File: config.mk
export PLATFORM = sky130hd
export DESIGN_NAME = freq_set
export DESIGN_NICKNAME = d
export VERILOG_FILES = /design/src/rtl/freq_set.sv
export SDC_FILE = /design/constraint.sdc
export NUM_CORES = 1
export LEC_CHECK = 0
export BUFFER_PORTS_ARGS = -buffer_cell sky130_fd_sc_hd__clkbuf_2
export CORE_MARGIN = 3
export CORE_UTILIZATION = 28
export DETAILED_ROUTE_END_ITERATION = 6
export PLACE_DENSITY = 0.47
export SLEW_MARGIN = 0
export SYNTH_ARGS = -nofsm -noshare
export SYNTH_HDL_FRONTEND = slang
export SYNTH_SLANG_ARGS = --single-unit
File: constraint.sdc
create_clock -name clk_sys -period 5.8 [get_ports clk_sys]
set_input_delay 0.29 -clock clk_sys [delete_from_list [all_inputs] [get_ports clk_sys]]
set_output_delay 0.29 -clock clk_sys [all_outputs]
set_load 0.05 [all_outputs]
File: src/rtl/freq_set.sv
// rtl/freq_set.sv - front-panel frequency setter with debounced up/down keys
//
// Purpose: debounces NKEY up-keys and NKEY down-keys (key i steps by 10^i),
//   keeps a wrapping setpoint within [F_MIN, F_MAX] and accepts a clamped host
//   load. Optional auto-repeat of held keys when FREQ_SET_REPEAT_EN is defined.
// Ports:
//   clk_sys        sole clock
//   rst            synchronous active-high reset
//   key_up[NKEY]   raw asynchronous up-keys, active-high
//   key_dn[NKEY]   raw asynchronous down-keys, active-high
//   tick           slow-time strobe for auto-repeat (ignored without the macro)
//   ld, ld_val     host load strobe and value
//   freq           current setpoint
//   upd            one-cycle pulse whenever freq is written
module freq_set #(
  parameter int NKEY    = 3,
  parameter int DW      = 10,
  parameter int DEB_LEN = 8,
  parameter int F_MIN   = 0,
  parameter int F_MAX   = 999,
  parameter int F_INIT  = 50,
  parameter int REP_DLY = 50,
  parameter int REP_PER = 10
) (
  input  logic            clk_sys,
  input  logic            rst,
  input  logic [NKEY-1:0] key_up,
  input  logic [NKEY-1:0] key_dn,
  input  logic            tick,
  input  logic            ld,
  input  logic [DW-1:0]   ld_val,
  output logic [DW-1:0]   freq,
  output logic            upd
);

  localparam int NK2 = 2 * NKEY;
  localparam logic [DW:0] FMIN_X = (DW+1)'(F_MIN);
  localparam logic [DW:0] FMAX_X = (DW+1)'(F_MAX);
  localparam logic [DW:0] RNG_X  = (DW+1)'(F_MAX - F_MIN + 1);

  function automatic logic [DW:0] pow10(input int i);
    case (i)
      0:       return (DW+1)'(1);
      1:       return (DW+1)'(10);
      2:       return (DW+1)'(100);
      default: return (DW+1)'(1000);
    endcase
  endfunction

  function automatic logic [DW:0] step_up(input logic [DW:0] f, input logic [DW:0] p);
    logic [DW:0] s;
    s = f + p;
    return (s > FMAX_X) ? s - RNG_X : s;
  endfunction

  function automatic logic [DW:0] step_dn(input logic [DW:0] f, input logic [DW:0] p);
    return (f < FMIN_X + p) ? f + RNG_X - p : f - p;
  endfunction

  // Key vector ordered by ascending priority: down keys in the low half,
  // up keys in the high half, higher index higher within each half.
  logic [NK2-1:0]              raw, s1, s2, lvl, ev, rep, ev_all;
  logic [NK2-1:0][DEB_LEN-1:0] sh;

  assign raw    = {key_up, key_dn};
  assign ev_all = ev | rep;

  always_ff @(posedge clk_sys) begin
    if (rst) begin
      s1  <= '0;
      s2  <= '0;
      sh  <= '0;
      lvl <= '0;
      ev  <= '0;
    end else begin
      s1 <= raw;
      s2 <= s1;
      for (int j = 0; j < NK2; j++) begin
        sh[j] <= {sh[j][DEB_LEN-2:0], s2[j]};
        ev[j] <= 1'b0;
        if (&sh[j]) begin
          lvl[j] <= 1'b1;
          ev[j]  <= ~lvl[j];
        end else if (~|sh[j]) begin
          lvl[j] <= 1'b0;
        end
      end
    end
  end

`ifdef FREQ_SET_REPEAT_EN
  localparam int SW  = $clog2(NK2 + 1);
  localparam int CMX = (REP_DLY > REP_PER) ? REP_DLY : REP_PER;
  localparam int CW  = $clog2(CMX + 1);

  // sel: 0 when nothing is held, else 1 + index of the highest-priority held key.
  logic [SW-1:0] sel, sel_q;
  logic [CW-1:0] cnt;
  logic          started;

  always_comb begin
    sel = '0;
    for (int j = 0; j < NK2; j++) begin
      if (lvl[j]) sel = SW'(j + 1);
    end
  end

  always_ff @(posedge clk_sys) begin
    if (rst) begin
      sel_q   <= '0;
      cnt     <= '0;
      started <= 1'b0;
      rep     <= '0;
    end else begin
      rep <= '0;
      if (sel != sel_q || sel == '0) begin
        sel_q   <= sel;
        cnt     <= '0;
        started <= 1'b0;
      end else if (tick) begin
        if ((!started && cnt == CW'(REP_DLY - 1)) || (started && cnt == CW'(REP_PER - 1))) begin
          started <= 1'b1;
          cnt     <= '0;
          for (int j = 0; j < NK2; j++) begin
            if (sel_q == SW'(j + 1)) rep[j] <= 1'b1;
          end
        end else begin
          cnt <= cnt + 1'b1;
        end
      end
    end
  end
`else
  logic unused_tick;
  assign unused_tick = tick;
  assign rep         = '0;
`endif

  // One action per cycle; later assignments override earlier ones, so the
  // loop order plus the final ld check realise the priority ladder.
  logic [DW:0] freq_x, nxt;
  logic        act;
  logic        unused_msb;

  assign freq_x     = {1'b0, freq};
  assign unused_msb = nxt[DW];

  always_comb begin
    act = 1'b0;
    nxt = freq_x;
    for (int j = 0; j < NK2; j++) begin
      if (ev_all[j]) begin
        act = 1'b1;
        if (j >= NKEY) nxt = step_up(freq_x, pow10(j - NKEY));
        else           nxt = step_dn(freq_x, pow10(j));
      end
    end
    if (ld) begin
      act = 1'b1;
      if ({1'b0, ld_val} < FMIN_X)      nxt = FMIN_X;
      else if ({1'b0, ld_val} > FMAX_X) nxt = FMAX_X;
      else                              nxt = {1'b0, ld_val};
    end
  end

  always_ff @(posedge clk_sys) begin
    if (rst) begin
      freq <= DW'(F_INIT);
      upd  <= 1'b0;
    end else begin
      upd <= act;
      if (act) freq <= nxt[DW-1:0];
    end
  end

endmodule

---- After elaboration in Yosys (flattened, before gate mapping) ----
Cells that the tools add are included.
storage, ports and cells
  word-level logic and storage cells ...... 119
  output and inout bits ................... 11
  input bits .............................. 20
  bits in registers ....................... 83
operators by class
  equal/unequal tests ..................... 6
  add/sub/neg operators ................... 13
  bitwise operators ....................... 12
  mux-type cells .......................... 39
  $lt $le $gt $ge ......................... 7
  reduce and logical (&&, ||, !) cells .... 20
operators by type and width
  cell                                                                               number
  10-bit two-way mux                                                                 14
  11-bit two-way mux                                                                 6
  10-bit subtractor                                                                  6
  8-bit AND reduction                                                                6
  8-bit OR reduction                                                                 6
  10-bit by 11-bit adder with 11-bit output                                          3
  11-bit by 10-bit greater-than comparator with 1-bit output, second input constant  3
  10-bit by 11-bit less-than comparator with 1-bit output                            3
  10-bit subtractor, second input constant                                           3
  1-bit two-way mux                                                                  19
  2-bit != test, second input constant                                               6
  1-bit NOT                                                                          12
  2-bit OR reduction                                                                 6
  10-bit adder, second input constant                                                1
  10-bit greater-than comparator, second input constant                              1
  7-bit nonzero test                                                                 1
  2-bit AND reduction                                                                1

---- Logic depth before layout (Yosys ltp) ----
  depth in word-level cells ............... 10
  gate-level depth with buffers ........... 14
  gate-level depth less buffers ........... 13

---- Worst setup path before layout ----
OpenSTA, ideal clock, no wires.
  path kind ............................... reg-to-reg
  start ................................... register freq[3]
  end ..................................... register freq[8]
  data arrival time ....................... 3806 ps
  slack ................................... 1877 ps
  cell stages (with the launch flop) ...... 14
  path buffers ............................ 3
  period minus slack after synthesis ...... 3923 ps
  setup time .............................. 117 ps
  data required time ...................... 5683 ps
  path through ............................ dfxtp_1 clkbuf_1 buf_1 inv_1 ha_1 buf_1 nand3b_1 a2111oi_4 a22oi_4 nor4b_4 xnor2_1 a2111o_1 a31o_1 a22o_1
on the way
  word-level cells in the longest chain between the ends .. 10
  elaborated cells on any way between the ends .. 32
  those cells by class .................... add/sub (13); order compare (6); mux (13)
ends and longest elaborated chain
  what                             line  text
  start, declared                  32    output logic [DW-1:0] freq,
  start signal, assigned           168   freq <= DW'(F_INIT);
  start signal, assigned           172   if (act) freq <= nxt[DW-1:0];
  10-bit adder                     --
  10-bit subtractor                57    return (f < FMIN_X + p) ? f + RNG_X - p : f - p;
  10-bit two-way mux               57
  10-bit two-way mux (5 in a row)  152   if (ev_all[j]) begin
  10-bit two-way mux (*)           152
  10-bit two-way mux (*)           158   if (ld) begin
Every way passes the cells marked *; elsewhere a longest branch is shown, timed or not. The select of a mux whose other input is x is not followed.
A chain may end at the register's enable or synchronous reset.

---- Final worst setup path ----
  start ................................... register freq[3]
  end ..................................... register freq[5]
Same word-level chain as after synthesis.

==> summary.md <==
| Metric | Value |
|---|---|
| Outcome | complete, no violations |
| Crit path kind | reg -> reg |
| Post-synth top cells | dfxtp_1 (83), nor2b_1 (65), nor2_1 (45) |
| CP Max Fanout | 16 |
| Cells after DPL | 842 |
| Worst Tran Pin Value | 0.8022 ns |
| Post-DP Area | 5434 um^2 |
| Count of state elements after synthesis | 83 |
| Post-synth top area cell | dfxtp_1 |
| GRT met1 Usage | 20.26% |
| Final Power | 1442 uW |
| Pin count of the biggest net entering global routing | 82 |
| Mapped Area | 5114 um^2 |
| Max_slew headroom | 46.45% |
| Synth cell types | 78 |
| Clk buf depth | 2 |
| Net count, final | 668 |
| Cts repair resizes | 0 |
| Number of post-CTS setup repair buffers | 0 |
| Wirelength per Cell | 17.15 um |
| GR Util met2 | 23.58% |
| IO Pins | 31 |
| Global route overflow | 0 |
| Via count | 4629 |
| Synth warnings | 0 |
| CTS tree | built |
| Worst-path clk slew | 0.07 ns |
| Post-DP HPWL | 10760 um |
| Depth of the CTS H-tree | 3 |
| Area share of the largest cell type after synthesis | 32.49% |
| Max-cap violations | 0 |
| GR peak layer | met2 |
| Cells after Synth | 618 |
| Core area | 17600 um^2 |
| Critical Path Source Type | flip-flop |
| ANT cells | 0 |
| Syn_nets | 658 |
| DR vias/cell | 5.395 |
| CTS buffer count | 9 |
| Hold Crit Class | in -> reg |
| Pleak | 0.002122 uW |
| Minimum clock period | 3.929 ns |
| Drt total wl | 14710 um |
| Die ar. | 19920 um^2 |
| Peak VDD IR | 0.0001946 V |
| Violation count after the first detailed-route iteration | 369 |
| Final hold vios | 0 |
| Worst setup EP type | flip-flop |
| Global-route wire length before repair | 23890 um |
| WP data required | 6.01 ns |
| Starting density of the core | 29.06% |
| Post-CTS Hold Buffers | 0 |
| Die width | 141.1 um |
| Die Ht | 141.1 um |
| Post-synth EDFFs | 0 |
| Site row count | 48 |
| Synth Area per Inst | 8.275 um^2 |
| Largest cells by area after synthesis | dfxtp_1 (32%), nor2b_1 (8.0%), ha_1 (4.9%) |
| Pwr/cell area | 250.9 nW/um^2 |
| Async SR Flop Fraction | 0% |
| Final Skew | 0.006664 ns |
| Clk_lat worst skew | 0.34 ns |
| Share of cells above drive strength 1 | 12.95% |
| Seq/Total Area, Yosys | 32.49% |
| Final TNS setup | 0 ns |
| Crit share post-route | 67.74% |
| Final non-filler cell total | 858 |
| Detail Route Antenna Nets | 0 |
| Critical Path AT | 4.14 ns |
| Most frequent cell after synthesis | dfxtp_1 |
| GR Util met3 | 3.324% |
| Max-slew violations | 0 |
| Antenna violations before repair | 0 |
| Synth-to-layout area growth | 12.36% |
| Fillers | 1848 |
| RSZ-0062 raised after global routing | false |
| Vias in the first global route | 4452 |
| Residual DRC | 0 |
| Ys flop type | dfxtp_1 |
| Total track usage | 14.93% |
| First-pass DRT Iterations | 5 |
| Design area | 5746 um^2 |
| Max Freq | 254.5 MHz |
| Clock Tree Root | clkbuf_16 |
| Final setup fails | 0 |
| GPL Wtd Cong | 0.9081 |
| Clock sink count | 83 |
| Port Buffers | 29 |
==> area by class of cell <==
type	count	area [um^2]	area share (%)
Sequential cell	83	1662	28.92
Inverter	19	71.32	1.241
Multi-Input combinational cell	478	3214	55.95
Clock inverter	7	86.33	1.503
Timing Repair Buffer	37	205.2	3.571
Tap cell	225	281.5	4.900
Clock buffer	9	225.2	3.920
==> power breakdown <==
part / total, uW / internal [uW] / switching, uW
sequential: 599 / 582 / 17.4
combinational: 256 / 91.5 / 165
clock: 586 / 341 / 245
total: 1440 / 1010 / 428
==> cells in the final DEF, fill, tap and decap left out, types with 4 or more instances in the layout <==
cell type	synthesis	final
or4_1	12	12
a2111oi_0	4	4
inv_1	17	17
a21oi_1	39	39
a211oi_1	7	7
o221ai_1	4	4
o21ai_0	25	25
and3_1	5	5
nand4_1	16	16
o21a_1	4	4
nor2_1	45	45
nand2b_1	5	5
clkbuf_2	0	29
clkbuf_16	0	9
nor3_1	23	23
xor2_1	12	12
xnor2_1	26	26
and2_1	4	4
nand3_1	13	13
ha_1	20	20
nand2_1	37	37
o22ai_1	4	4
mux2_2	5	5
o211ai_1	12	12
buf_4	1	8
a31o_2	4	4
dfxtp_1	83	83
nor2b_1	65	65
a31oi_1	11	11
or2_2	9	9
==> worst max-delay path, cell delays in order (launching register included) <==
cell and delay (ns):
dfxtp_1 0.62, buf_4 0.31, ha_1 0.17, buf_4 0.19
nand3_1 0.24, xnor2_1 0.52, o311ai_0 0.39, a2111oi_0 0.64
nor2_1 0.22, a311oi_1 0.37, o41ai_1 0.10
==> worst paths after layout <==
check	endpoint	slack [ns]	start	cells after the start
max	freq[5]$_SDFFE_PP1P_	1.87	freq[3]$_SDFFE_PP0P_	10
min	s1[2]$_SDFF_PP0_	0.16	key_dn[2]	2
max reg2reg	freq[5]$_SDFFE_PP1P_	1.87	freq[3]$_SDFFE_PP0P_	10
min reg2reg	ev[2]$_SDFF_PP0_	0.41	lvl[2]$_SDFFE_PP0P_	1
==> sequential cells by signal (all words and copies together) (netlist names) <==
| signal | flops |
|---|---|
| s1 | 6 |
| ev | 6 |
| s2 | 6 |
| upd | 1 |
| freq | 10 |
| lvl | 6 |
| sh | 48 |
==> cell families after synthesis <==
| family | Yosys count | synth area share [%] |
|---|---|---|
| AND/OR/NAND/NOR | 254 | 27.55 |
| AO/OA/AOI/OAI | 156 | 21.48 |
| flip-flops | 83 | 32.49 |
| buffers and inverters | 57 | 4.649 |
| XOR/XNOR | 38 | 6.508 |
| adder cells (fa/ha/maj) | 20 | 4.894 |
| multiplexers | 10 | 2.422 |
==> per-stage QoR <==
step	worst slack, ns	hold slack (ns)	util, %
2_1_floorplan	1.877	0.3910	-
3_3_place_gp	2.009	0.4048	30.88
3_5_place_dp	1.928	0.4028	30.88
4_1_cts	1.933	0.1499	32.65
5_1_grt	1.441	0.1543	32.65
6_report	1.871	0.1567	32.65
==> metal layers <==
layer	share of wire [%]	vias up	routed length [um]
li1	-	2262	-
met4	2.4	0	354
met1	47	2218	6908
met2	45	124	6665
met5	0	-	0
met3	5.3	25	783
No activity file was read; power rests on OpenSTA's default activity.
